===== src/rtl/uarch_pkg.sv =====
// Shared micro-architecture types: the writeback packet carried from the
// execute units to the CDB, and sizing shared by the writeback queues.
package uarch_pkg;

  localparam int PIPE_WIDTH = 32;
  localparam int ROB_TAG_W  = 6;
  localparam int WBQ_DEPTH  = 4;

  typedef struct packed {
    logic                  is_valid;
    logic [ROB_TAG_W-1:0]  rob_tag;
    logic [4:0]            dest_reg;
    logic [PIPE_WIDTH-1:0] data;
  } writeback_packet_t;

endpackage


===== src/rtl/wb_result_queue_mem.sv =====
// Packet storage for the writeback queue: DEPTH registers, one write port,
// asynchronous read at the head index.
module wbq_fifo_mem
  import uarch_pkg::*;
#(
  parameter int DEPTH = WBQ_DEPTH,
  parameter int AW    = $clog2(DEPTH)
) (
  input  logic              clk,
  input  logic              rst,
  input  logic              wr_en,
  input  logic [AW-1:0]     wr_idx,
  input  writeback_packet_t wr_data,
  input  logic [AW-1:0]     rd_idx,
  output writeback_packet_t rd_data
);

  writeback_packet_t mem_r [DEPTH];

  // Entry storage; reset clears every slot so no stale valid bit survives.
  always_ff @(posedge clk or negedge rst) begin
    if (!rst) begin
      for (int i = 0; i < DEPTH; i++) begin
        mem_r[i] <= '0;
      end
    end else if (wr_en) begin
      mem_r[wr_idx] <= wr_data;
    end
  end

  assign rd_data = mem_r[rd_idx];

endmodule


===== src/rtl/wb_result_queue.sv =====
// Per-FU writeback holding queue in front of the CDB arbiter: FIFO of results
// with optional zero-latency bypass when empty and a synchronous flush.
module wb_result_queue
  import uarch_pkg::*;
#(
  parameter int DEPTH  = WBQ_DEPTH,
  parameter int BYPASS = 1
) (
  input  logic                       clk,
  input  logic                       rst,
  input  logic                       flush,
  input  writeback_packet_t          fu_result,
  output logic                       fu_ready,
  output writeback_packet_t          cdb_req,
  input  logic                       cdb_gnt,
  output logic [$clog2(DEPTH+1)-1:0] occupancy
);

  localparam int AW = $clog2(DEPTH);
  localparam int CW = $clog2(DEPTH) + 1;

  logic [AW-1:0]     head_r;
  logic [AW-1:0]     tail_r;
  logic [CW-1:0]     count_r;
  writeback_packet_t head_pkt_s;
  writeback_packet_t cdb_req_s;
  logic              empty_s;
  logic              ready_s;
  logic              push_s;
  logic              pop_s;
  logic              write_s;
  logic              store_pop_s;

  assign empty_s = (count_r == {CW{1'b0}});
  // Ready looks only at stored state and flush; a grant never feeds back here.
  assign ready_s = (count_r < CW'(DEPTH)) && !flush;
  assign push_s  = fu_result.is_valid && ready_s;
  assign pop_s   = cdb_req_s.is_valid && cdb_gnt;
  // A bypass hit consumes the packet straight from the FU, so it is never stored.
  assign write_s     = push_s && !(empty_s && pop_s);
  assign store_pop_s = pop_s && !empty_s;

  wbq_fifo_mem #(.DEPTH(DEPTH), .AW(AW)) u_mem (
    .clk     (clk),
    .rst     (rst),
    .wr_en   (write_s),
    .wr_idx  (tail_r),
    .wr_data (fu_result),
    .rd_idx  (head_r),
    .rd_data (head_pkt_s)
  );

  // Request selection: stored head first, else bypass, gated off by flush/reset.
  always_comb begin
    cdb_req_s = '0;
    if (!rst || flush) begin
      cdb_req_s = '0;
    end else if (!empty_s) begin
      cdb_req_s = head_pkt_s;
    end else if (BYPASS != 0) begin
      cdb_req_s = fu_result;
    end else begin
      cdb_req_s = '0;
    end
  end

  // Pointer and count bookkeeping.
  always_ff @(posedge clk or negedge rst) begin
    if (!rst) begin
      head_r  <= {AW{1'b0}};
      tail_r  <= {AW{1'b0}};
      count_r <= {CW{1'b0}};
    end else if (flush) begin
      head_r  <= {AW{1'b0}};
      tail_r  <= {AW{1'b0}};
      count_r <= {CW{1'b0}};
    end else begin
      if (write_s) begin
        tail_r <= tail_r + AW'(1);
      end
      if (store_pop_s) begin
        head_r <= head_r + AW'(1);
      end
      case ({write_s, store_pop_s})
        2'b10:   count_r <= count_r + CW'(1);
        2'b01:   count_r <= count_r - CW'(1);
        default: count_r <= count_r;
      endcase
    end
  end

  assign fu_ready  = ready_s;
  assign cdb_req   = cdb_req_s;
  assign occupancy = count_r;

endmodule


===== config.mk =====
export PLATFORM = sky130hd
export DESIGN_NAME = wb_result_queue
export DESIGN_NICKNAME = d
export VERILOG_FILES = /design/src/rtl/uarch_pkg.sv /design/src/rtl/wb_result_queue_mem.sv /design/src/rtl/wb_result_queue.sv
export SDC_FILE = /design/constraint.sdc
export NUM_CORES = 1
export LEC_CHECK = 0
export CAP_MARGIN = 20
export CORE_UTILIZATION = 46
export CTS_CLUSTER_DIAMETER = 200
export DETAILED_ROUTE_END_ITERATION = 8
export GPL_TIMING_DRIVEN = 0
export PLACE_DENSITY = 0.77
export SLEW_MARGIN = 20
export SYNTH_ARGS = -nofsm -noshare
export SYNTH_HDL_FRONTEND = slang
export SYNTH_SLANG_ARGS = --single-unit

===== constraint.sdc =====
create_clock -name clk -period 5.4 [get_ports clk]
set_input_delay 1.08 -clock clk [delete_from_list [all_inputs] [get_ports clk]]
set_output_delay 1.08 -clock clk [all_outputs]
set_load 0.01 [all_outputs]

* After elaboration in Yosys (flattened, before gate mapping)
Index checks and enable logic that the tools add are counted.
** Word-level totals
- Word-level logic and storage cells :: 61
- Flip-flop bits (word level) :: 183
- Input port bits :: 48
- Output and inout bits :: 48
** Cells by class
- Equal/unequal tests :: 2
- $add $sub $neg :: 4
- Reductions and logical operators :: 16
- Mux-type cells :: 14
- $lt $le $gt $ge :: 4
- Bitwise operators :: 2
** Operators with widths (number)
- $mux 44 :: 5
- $bwmux 176 :: 1
- $bmux 44 s2 :: 1
- $demux 44 s2 :: 1
- $mux 2 :: 4
- $logic_and 1x1->1 :: 7
- $ge 3x3->1 const B :: 2
- $not 2->3 :: 2
- $pmux 3 s2 :: 1
- $add 2x1->2 const B :: 2
- $logic_not 1->1 :: 4
- $reduce_bool 2->1 :: 2
- $add 3x1->3 const B :: 1
- $logic_not 3->1 :: 1
- $lt 3x1->1 const B :: 1
- $lt 3x3->1 const B :: 1
- $mux 3 :: 1
- $reduce_bool 3->1 :: 1
- $sub 3x1->3 const B :: 1
- $eq 2x1->1 const B :: 1
- $eq 2x2->1 const B :: 1
- $logic_or 1x1->1 :: 1

* Depth between registers and ports, before layout
- Depth in word-level cells :: 13
- Gate-level depth with buffers :: 8
- Mapped depth without buffers :: 6

* By module
A second synthesis with hierarchy kept.
** Second synthesis, totals
- Cells, all modules :: 627
- Area total of the unflattened synthesis :: 8738.4 um2
** By module, submodules not included
- wbq_fifo_mem :: instances 1, area each 7588.5 um2, cells each 426, sequential area each 4404.2 um2
- wb_result_queue :: instances 1, area each 1149.9 um2, cells each 201, sequential area each 175.2 um2

* Worst setup path before layout
No wires, ideal clock.
- Path kind :: input-to-output
- Start point :: input port flush
- End point :: output port cdb_req[10] in the netlist's numbering
- Data required time :: 4.320 ns
- Path slack :: 2.361 ns
- Stages on the path :: 5
- Arrival time :: 1.959 ns
- Buffers on the path :: 3
- Cell sequence :: buf_2 -> nand2b_1 -> buf_1 -> clkbuf_1 -> a21oi_1
** RTL lines
- start: declaration :: line wb_result_queue.sv:11 : input logic flush,
- end: declaration :: line wb_result_queue.sv:14 : output writeback_packet_t cdb_req,

==> results.txt <==
- The flow ran to the end, and the final reports show no timing, DRC or antenna violations.
* FP Rows: 50
- Clock buffer count from CTS: 17
- Vias in the first global route: 6106
- Post-route clock period utilization: 0.845
- At the later pin of the worst-skew pair, clock insertion delay measures 0.42 ns.
- Routability-driven placement finished with a final weighted congestion of 0.815.
- The worst setup path is of the in2out kind.
* Nets in the synthesized netlist: 680
* Maximum number of pins on one net before global-route repair: a little over 90
- TritonCTS clock tree: built
- The clock net in this run drives a total of about 180 sinks.
- After synthesis, the cell types taking the most area are sky130_fd_sc_hd__dfrtp_1, sky130_fd_sc_hd__mux2_2, sky130_fd_sc_hd__mux4_2.
- The floorplan step set the die width to 140 um.
- After legalization and detailed placement, the total HPWL measured 13500 um.
- For the worst setup path, the data required time is 4.32 ns.
* Dominant synthesized flop cell: sky130_fd_sc_hd__dfrtp_1
- For this run, the number of Yosys warnings is 0.
- From synthesis to final layout, the design area changed by 21.8%.
- In this run the power density over the cells is roughly 370 mW/mm^2.
- The number of setup buffers added after CTS is 0.
- Worst VDD drop: 174 uV
* Sum Neg Setup Slack: 0 ns
- Gates resized during post-CTS repair numbered 0.
- Number of max-cap violations: 0
* Syn Std Cell Area: 0.00873 mm^2
* Async set or reset register ratio after synthesis: 1.00
* CTS Hold Buffers Added: 0
- The cell count after synthesis came out at 627.
- Number of enable flip-flop cells after synthesis: 0
- Buffers placed on the I/O ports in this run total 95.
- Global routing finished with a remaining overflow of 0.
- Before antenna repair, the detailed router went through 6 iterations.
* Starting utilization of the core area: 0.468
- Inst Count DP: about 960
- Final Non-Filler Cells: 990
- Initial antenna violation count: 0
- Final period demand of the worst path: between 4 and 5 ns
- Cell type with the highest aggregate area in the netlist: sky130_fd_sc_hd__dfrtp_1
- Static timing analysis puts the maximum clock frequency at 0.219 GHz.
* Count of distinct cell types in the synthesized netlist: 34
- Critical Path Start Type: input pin
- For the pin with the worst max-slew slack, the measured transition is 0.740 ns.
* Crit path arrival time: 3.48 ns
- The die covers about 0.02 mm^2.
- # diodes: 0
* Clk_skew: just under 0.007 ns
- Of the synthesized area, sequential elements account for 0.525.
* Area inside the core boundary: ~0.019 mm^2
- In this run the clock root is driven by a sky130_fd_sc_hd__clkbuf_16.
* GRT Util Overall: 0.216
* Leak: 4.68 nW
- Residual DRC count: 0
- Once detail routing completed, the nets flagged for antenna violations numbered 0.
- In this run the worst path has a maximum fanout of 10.
- Final-report setup violation count: 0
- Detailed routing inserted a total of 5612 vias.
* Number of pins exceeding their max-slew limit in the final report: 0
- The design draws 3.88 mW.
- Buffer levels on the longest clock path: 2
- Routed wire length: 20000 um
- Type of element capturing the critical path: primary output
- In this run the worst hold path is classified as reg2reg.
* First-pass GRT wire length: 32300 um
- H-tree depth: 4
- After clock tree synthesis, the clock-pin slew on the worst setup and hold paths is 0.07 ns.
- Worst setup slack before clock tree synthesis: about 0.8 ns
- Starting DRC count in detailed routing: 368
* Top-area cell type share of the netlist area: 0.525
- Dividing the synthesized area by the synthesized cell count gives 13.9 um^2.
- Height of the chip: 140 um
- Io pins: 96
- For this run, the post-layout net count is around 800.
- Most frequent cell after synthesis: sky130_fd_sc_hd__dfrtp_1
- Crit path setup slack, layout: 0.839 ns
* Most instantiated cells after synthesis: sky130_fd_sc_hd__dfrtp_1, sky130_fd_sc_hd__mux2_2, sky130_fd_sc_hd__nand2_1, sky130_fd_sc_hd__a21oi_1, sky130_fd_sc_hd__mux4_2
- Utilization of the core after routing: 0.570
- Wire length per cell after detailed routing: 20.2 um
* Worst-case headroom to the max-slew limit: 0.506
- Number of endpoints with negative hold slack in the final report: 0
* Post-DR vias/cell: 5.67
* Fraction of layout instances using a drive strength above 1: 0.370
- In this run, synthesis produced a sequential element count of 183.
* RSZ-0062 raised after global routing: no
critical path: stages:
cell and delay (ns):
sky130_fd_sc_hd__clkdlybuf4s50_1 0.51, sky130_fd_sc_hd__buf_2 0.24, sky130_fd_sc_hd__nand2b_1 0.13, sky130_fd_sc_hd__buf_1 0.37
sky130_fd_sc_hd__clkbuf_1 0.48, sky130_fd_sc_hd__a21oi_1 0.15, sky130_fd_sc_hd__clkdlybuf4s50_1 0.51
final timing paths:
path | cells past startpoint | startpoint | slack [ns] | endpoint
max | 7 | flush | 0.84 | cdb_req[42]
min | 1 | u_mem.mem_r[131] | 0.46 | u_mem.mem_r[131]
max reg2reg | 7 | head_r[0] | 2.74 | occupancy[1]
min reg2reg | 1 | u_mem.mem_r[131] | 0.46 | u_mem.mem_r[131]
max in group asynchronous | 3 | rst | 3.87 | u_mem.mem_r[25]
min in group asynchronous | 1 | rst | 0.53 | u_mem.mem_r[9]
per-stage QoR:
step / instance area (um^2) / hold WS [ns]
2_1_floorplan: 8730 / 0.429
3_3_place_gp: 9970 / 0.447
3_5_place_dp: 10000 / 0.450
4_1_cts: 10600 / 0.468
5_1_grt: 10600 / 0.479
6_report: 10600 / 0.462
metal layers:
metal | wire length (um) | global-route usage | part of all wire | up-vias
met5 | 0 | 0 | 0 | -
met3 | 878 | 0.0437 | 0.044 | 27
met2 | 10300 | 0.366 | 0.51 | 160
met1 | 8550 | 0.281 | 0.43 | 2923
li1 | - | - | - | 2502
met4 | 322 | 0.0619 | 0.016 | 0
flip-flops by register name (all words and copies together), names as in the netlist:
| register | flops |
|---|---|
| head_r | 2 |
| u_mem.mem_r | 176 |
| occupancy | 3 |
| tail_r | 2 |
where the power goes:
group	total [mW]	switching, mW	internal [mW]
Sequential	1.84	0.158	1.68
Clock	1.24	0.527	0.711
Combinational	0.802	0.323	0.479
placed cells by master (no fill, tap or decap), types with 3 or more instances in the layout:
| master | netlist | layout |
|---|---|---|
| sky130_fd_sc_hd__clkbuf_1 | 17 | 17 |
| sky130_fd_sc_hd__buf_1 | 4 | 4 |
| sky130_fd_sc_hd__nand2_1 | 89 | 89 |
| sky130_fd_sc_hd__ha_1 | 4 | 4 |
| sky130_fd_sc_hd__nand2b_1 | 5 | 5 |
| sky130_fd_sc_hd__nand2_2 | 4 | 4 |
| sky130_fd_sc_hd__buf_6 | 16 | 16 |
| sky130_fd_sc_hd__clkinv_4 | 0 | 3 |
| sky130_fd_sc_hd__xor2_1 | 3 | 3 |
| sky130_fd_sc_hd__a21oi_1 | 44 | 44 |
| sky130_fd_sc_hd__clkbuf_16 | 0 | 17 |
| sky130_fd_sc_hd__clkdlybuf4s50_1 | 0 | 94 |
| sky130_fd_sc_hd__mux4_2 | 44 | 44 |
| sky130_fd_sc_hd__buf_2 | 6 | 6 |
| sky130_fd_sc_hd__inv_6 | 0 | 3 |
| sky130_fd_sc_hd__nor2_1 | 8 | 8 |
| sky130_fd_sc_hd__clkinvlp_4 | 0 | 3 |
| sky130_fd_sc_hd__mux2_2 | 172 | 172 |
| sky130_fd_sc_hd__dfrtp_1 | 183 | 183 |
| sky130_fd_sc_hd__a31oi_1 | 3 | 3 |
kinds of logic (layout without fill, tap and decap cells):
logic type | Yosys count | in the layout | synth area share
buffers and inverters | 47 | 176 | 0.0357
adders and majority gates | 5 | 5 | 0.00803
AOI/OAI and AO/OA | 53 | 53 | 0.0333
muxes | 217 | 217 | 0.337
xor gates and xnor gates | 4 | 4 | 0.00402
and+or+nand+nor | 118 | 118 | 0.0576
DFF | 183 | 183 | 0.525
area by class of cell:
| type | instances | area, um^2 |
|---|---|---|
| Buffer | 45 | 304 |
| Clock buffer | 19 | 453 |
| Clock inverter | 13 | 145 |
| Fill cell | 1469 | 8010 |
| Inverter | 2 | 7.51 |
| Multi-Input combinational cell | 397 | 3840 |
| Sequential cell | 183 | 4580 |
| Tap cell | 234 | 293 |
| Timing Repair Buffer | 97 | 1010 |
(Power assumes the default switching activity.)
